## config.mk

```make
export PLATFORM = sky130hd
export DESIGN_NAME = branch_target_predictor
export DESIGN_NICKNAME = d
export VERILOG_FILES = /design/src/rtl/branch_target_predictor.sv
export SDC_FILE = /design/constraint.sdc
export NUM_CORES = 1
export LEC_CHECK = 0
export ABC_AREA = 1
export BUFFER_PORTS_ARGS = -buffer_cell sky130_fd_sc_hd__buf_2
export CORE_MARGIN = 2
export CORE_UTILIZATION = 25
export CTS_CLUSTER_SIZE = 10
export DETAILED_ROUTE_END_ITERATION = 16
export GPL_ROUTABILITY_DRIVEN = 0
export RECOVER_POWER = 50
export SLEW_MARGIN = 15
export SYNTH_ARGS = -nofsm -noshare
export SYNTH_HDL_FRONTEND = slang
export SYNTH_SLANG_ARGS = --single-unit
export TNS_END_PERCENT = 10
```

## constraint.sdc

```tcl
create_clock -name clk1 -period 6.7 [get_ports clk1]
set_input_delay 0 -clock clk1 [delete_from_list [all_inputs] [get_ports clk1]]
set_output_delay 0 -clock clk1 [all_outputs]
set_load 0.02 [all_outputs]
```

## src/rtl/branch_target_predictor.sv

```systemverilog
`default_nettype none
// +----------------------------------------------------------------------------+
// | branch_target_predictor                                                    |
// | Fully-associative BTB with saturating direction counters; predicts the     |
// | first taken slot of a fetch group in the same cycle.                       |
// | Revision: 1.0                                                              |
// +----------------------------------------------------------------------------+
module branch_target_predictor #(
  parameter int ENTRIES     = 16,
  parameter int FETCH_WIDTH = 2,
  parameter int ADDR_W      = 10,
  parameter int CTR_W       = 2,
  localparam int SLOT_W     = (FETCH_WIDTH > 1) ? $clog2(FETCH_WIDTH) : 1
) (
  input  logic              clk1,
  input  logic              reset,
  input  logic              fetch_valid,
  input  logic [ADDR_W-1:0] fetch_pc,
  output logic              pred_taken,
  output logic [SLOT_W-1:0] pred_slot,
  output logic [ADDR_W-1:0] pred_target,
  input  logic              upd_valid,
  input  logic [ADDR_W-1:0] upd_pc,
  input  logic              upd_taken,
  input  logic [ADDR_W-1:0] upd_target,
  input  logic              flush
);

  localparam int               IDX_W       = $clog2(ENTRIES);
  localparam logic [CTR_W-1:0] c_CTR_MAX   = {CTR_W{1'b1}};
  localparam logic [CTR_W-1:0] c_CTR_INIT  = CTR_W'(1) << (CTR_W - 1);
  localparam logic [IDX_W-1:0] c_VPTR_LAST = IDX_W'(ENTRIES - 1);

  logic [ENTRIES-1:0] r_valid;
  logic [ADDR_W-1:0]  r_tag    [ENTRIES];
  logic [ADDR_W-1:0]  r_target [ENTRIES];
  logic [CTR_W-1:0]   r_ctr    [ENTRIES];
  logic [IDX_W-1:0]   r_vptr;

  logic [FETCH_WIDTH-1:0] w_slot_taken;
  logic [ADDR_W-1:0]      w_slot_target [FETCH_WIDTH];

  logic              w_pred_taken;
  logic [SLOT_W-1:0] w_pred_slot;
  logic [ADDR_W-1:0] w_pred_target;

  logic             w_upd_hit;
  logic [IDX_W-1:0] w_upd_idx;
  logic             w_free_found;
  logic [IDX_W-1:0] w_free_idx;
  logic [IDX_W-1:0] w_alloc_idx;

  // Tags are unique, so OR-ing targets of matching entries selects the single hit.
  genvar k;
  generate
    for (k = 0; k < FETCH_WIDTH; k++) begin : g_slot
      logic [ADDR_W-1:0] w_pc;
      logic              w_hit;
      logic [ADDR_W-1:0] w_tgt;

      assign w_pc = fetch_pc + ADDR_W'(k);

      always_comb begin
        w_hit = 1'b0;
        w_tgt = '0;
        for (int e = 0; e < ENTRIES; e++) begin
          if (r_valid[e] && (r_tag[e] == w_pc) && r_ctr[e][CTR_W-1]) begin
            w_hit = 1'b1;
            w_tgt = w_tgt | r_target[e];
          end
        end
      end

      assign w_slot_taken[k]  = w_hit;
      assign w_slot_target[k] = w_tgt;
    end
  endgenerate

  always_comb begin
    w_pred_taken  = 1'b0;
    w_pred_slot   = '0;
    w_pred_target = '0;
    if (fetch_valid) begin
      for (int s = FETCH_WIDTH - 1; s >= 0; s--) begin
        if (w_slot_taken[s]) begin
          w_pred_taken  = 1'b1;
          w_pred_slot   = SLOT_W'(s);
          w_pred_target = w_slot_target[s];
        end
      end
    end
  end

  assign pred_taken  = w_pred_taken;
  assign pred_slot   = w_pred_slot;
  assign pred_target = w_pred_target;

  // Descending scan leaves the lowest matching / lowest free index.
  always_comb begin
    w_upd_hit    = 1'b0;
    w_upd_idx    = '0;
    w_free_found = 1'b0;
    w_free_idx   = '0;
    for (int e = ENTRIES - 1; e >= 0; e--) begin
      if (r_valid[e] && (r_tag[e] == upd_pc)) begin
        w_upd_hit = 1'b1;
        w_upd_idx = IDX_W'(e);
      end
      if (!r_valid[e]) begin
        w_free_found = 1'b1;
        w_free_idx   = IDX_W'(e);
      end
    end
  end

  assign w_alloc_idx = w_free_found ? w_free_idx : r_vptr;

  always_ff @(posedge clk1 or negedge reset) begin
    if (!reset) begin
      r_valid <= '0;
      r_vptr  <= '0;
      for (int e = 0; e < ENTRIES; e++) begin
        r_tag[e]    <= '0;
        r_target[e] <= '0;
        r_ctr[e]    <= c_CTR_INIT;
      end
    end else if (flush) begin
      r_valid <= '0;
      r_vptr  <= '0;
    end else if (upd_valid) begin
      if (w_upd_hit) begin
        if (upd_taken) begin
          r_target[w_upd_idx] <= upd_target;
          if (r_ctr[w_upd_idx] != c_CTR_MAX) begin
            r_ctr[w_upd_idx] <= r_ctr[w_upd_idx] + CTR_W'(1);
          end
        end else if (r_ctr[w_upd_idx] != '0) begin
          r_ctr[w_upd_idx] <= r_ctr[w_upd_idx] - CTR_W'(1);
        end
      end else if (upd_taken) begin
        r_valid[w_alloc_idx]  <= 1'b1;
        r_tag[w_alloc_idx]    <= upd_pc;
        r_target[w_alloc_idx] <= upd_target;
        r_ctr[w_alloc_idx]    <= c_CTR_INIT;
        if (!w_free_found) begin
          r_vptr <= (r_vptr == c_VPTR_LAST) ? '0 : r_vptr + IDX_W'(1);
        end
      end
    end
  end

endmodule
`default_nettype wire

```

==> qor.txt <==
FF/Latch Area = 9329 µm²
DR WL met2 = 43.51 mm
number of synthesis warnings = 0
nets@finish = 3,297
GR Util All Layers = 20.23%
CP Class = in -> reg
worst setup path startpoint = upd_pc[0]
Routed Wire Length = 101.3 mm
first-pass GRT wire length = 150.9 mm
largest cells by area after synthesis = dfrtp_1 (37%), nand2_1 (11%), inv_1 (5.9%), o21ai_0 (5.7%), xor2_1 (5.7%)
layout cells sized above 1 = 8.338%
Initial Util = 25.31%
final setup margin = 0.9401 ns
Worst Max-Slew Pin Slew = 5.433 ns
CTS root buffer = clkbuf_16
Die Wd = 314.6 µm
FF+latch count, synth = 372
die area = 98,960 µm²
Synth area leader = dfrtp_1
commonest non-fill, non-tap cell in the layout = nand2_1
setup TNS = 0 ns
crit-path leading delay family = simple AND/OR/NAND/NOR gates
fin crit share = 85.97%
Worst VDD drop = 0.1887 mV
highest-delay cell along the critical path = clkinvlp_2
io pins = 48
CP most frequent cell = nor2_1
worst-path cell chain = dlygate4sd3_1 > buf_2 > inv_4 > or2_2 > nand4_1 > nor2_1 > nand3_1 > nand2_1 > nor2_1 > nand2_4 > nor2_1 > clkinvlp_2 > nor2_4 > inv_2 > nor2_2 > inv_1 > nand2_1 > o21ai_0
DP HPWL = 70.45 mm
metal3 WL = 11.24 mm
min Tclk post-route = 5.760 ns
DR top layer = met4
Clock Skew = 0.01723 ns
Worst Path Max Fanout = 25
asr flop ratio synth = 100.0%
DR vias = 24.01k
DP Area = 25,480 µm²
Worst Hold Slack = 0.006092 ns
FMAX = 173.6 MHz
Sink Count = 372
Crit. End Element = flop
PwrDens = 204.1 nW/µm²
pre-CTS setup slack = 1.047 ns
DR vias/cell = 5.274
Pre-antenna DRT Iters = 6
worst r2r path cells = 23
EDFF count, synth = 0
Post-Layout Cell Count = 4,553
Critical Path Stages = 18
cell count of the worst hold path = 6
Worst EP arrival = 6.22 ns
Synth Flop Type = dfrtp_1
vias in the first global route = 23.17k
CP Launch Type = input port
Die Height = 314.6 µm
H-tree depth = 2
number of fillers in the final layout = 10.40k
Required @ worst endpoint = 7.16 ns
WL/cell = 22.26 µm
status = complete, but fails checks
Crit Reg-Reg Startpoint = r_valid[10]
Area growth syn-to-layout = 11.78%
worst-case clock buffer depth = 3
failing checks = max-capacitance violations, max-slew violations
TritonCTS buffer count = 44
crit-path max cell delay = 0.80 ns
Multi-input gate area = 12,310 µm²
Seq/Total Area, Yosys = 38.69%
hold crit path type = in -> reg
post_cts resized = 0
Routed met1 length = 39.25 mm
Overflow after GRT = 0
Port Buffer Count = 47
Clock Latency Late Sink = 0.62 ns
Syn Std Cell Area = 24,110 µm²
Pleak = 11.35 nW
final count of hold timing violations = 0
dpl cells = 4,457
clock-pin slew on the worst setup and hold paths = 0.06 ns
Core Rows = 113
Core Area = 95,290 µm²
Hold Path Origin = upd_valid
leading cell types in the layout, fill and taps excluded = nand2_1 (726), inv_1 (382), dfrtp_1 (356)
pin count of the biggest net entering global routing = 139
Final Max Slew Viols = 108
Synth cell types = 70
RSZ-0062 raised after global routing = false
number of antenna-violating nets in the routed design = 0
fin area = 26,960 µm²
max_cap viols = 1
worst relative slew slack = -262.2%
CTS tree = built
Post-Synthesis Cells = 3,265
Post-Syn Nets = 3,305
endpoints failing setup = 0
initial drt markers = 3,240
top cell type's share of synthesized area = 36.94%
Avg Inst Size Synth = 7.386 µm²
initial antenna violation count = 0
worst path bufs/invs = 6
drc violations = 0
[worst paths after layout]
kind	endpoint	slack [ns]
min in group asynchronous	r_tag[153]	2.22
worst max register to register	r_ctr[27]	1.26
max in group asynchronous	r_tag[26]	1.45
worst min-delay path	r_vptr[3]	0.006
worst max-delay path	r_tag[79]	0.94
worst min register to register	r_target[153]	0.48
[layout make-up]
| cell class | instances | share of cell area, % |
|---|---|---|
| Multi-Input combinational cell | 2302 | 45.66 |
| Sequential cell | 372 | 34.61 |
| Antenna cell | 2 | 0.01857 |
| Tap cell | 1265 | 5.872 |
| Inverter | 415 | 5.802 |
| Clock inverter | 3 | 0.1810 |
| Timing Repair Buffer | 122 | 3.203 |
| Clock buffer | 72 | 4.660 |
[Yosys cell counts (4+ instances only)]
master	count
a2111oi_0	4
a211oi_1	9
a21oi_1	82
a221oi_1	5
a22oi_1	9
a311oi_1	5
buf_2	74
buf_4	18
buf_6	15
clkbuf_1	68
dfrtp_1	356
dfstp_2	16
ha_1	4
inv_1	382
inv_2	27
nand2_1	725
nand2_2	12
nand2_4	5
nand3_1	119
nand3_2	4
nand3b_1	5
nand4_1	59
nor2_1	213
nor2_2	10
nor2_4	12
nor3_1	60
nor3b_1	14
nor4_1	44
o2111ai_1	12
o211ai_1	11
o21ai_0	274
o21ai_1	155
o221ai_1	20
o22ai_1	136
or2_2	7
xnor2_1	79
xor2_1	156
[cells by family (layout without fill, tap and decap cells)]
logic type                 after synthesis  count (layout)  synth area share (%)
and+or+nand+nor                       1310            1310                 24.25
AOI/OAI and AO/OA                      753             753                 17.95
buffers and inverters                  591             612                 10.37
DFF                                    372             372                 38.69
xor gates and xnor gates               235             235                 8.535
adders and majority gates                4               4                0.2076
other                                    0               2                     0
[repair_timing]
item	in CTS	in global routing
endpoints found under the setup margin	0	0
setup buffers	0	0
hold buffers	19	0
endpoints found under the hold margin	293	0
[through the flow]
stage                     utilization [%]  total power, mW
after global routing                28.28            5.685
after floorplan                         -            2.933
after CTS                           28.31            5.502
final                               28.29            5.502
after global placement              26.74            3.187
after detailed placement            26.74            3.191
[per-layer routing]
metal  track usage (%)  up-vias
met5                 0        -
met3             4.664      392
met4             12.52        0
met1             25.86    11290
met2             30.86     1528
li1                  -    10800
[power by group]
group	internal [mW]	leakage [nW]	switching [mW]	total (mW)
logic	0.223	5.92	0.503	0.726
registers	2.35	4.81	0.111	2.46
clock network	1.28	0.626	1.04	2.32
total	3.85	11.4	1.65	5.50
[sequential cells by signal, indices dropped and copies added, names as in the netlist]
name	count
r_ctr	32
r_target	160
r_valid	16
r_vptr	4
r_tag	160
[worst reg2reg max path: cells and delay by family, from the launching register on]
kind / cells / cell delay [ns]
compound gates: 6 / 2.12
simple gates: 12 / 1.99
fa+ha+maj: 1 / 0.19
flops: 1 / 0.45
buf+inv: 4 / 0.62
No activity file was read; power rests on OpenSTA's default activity.
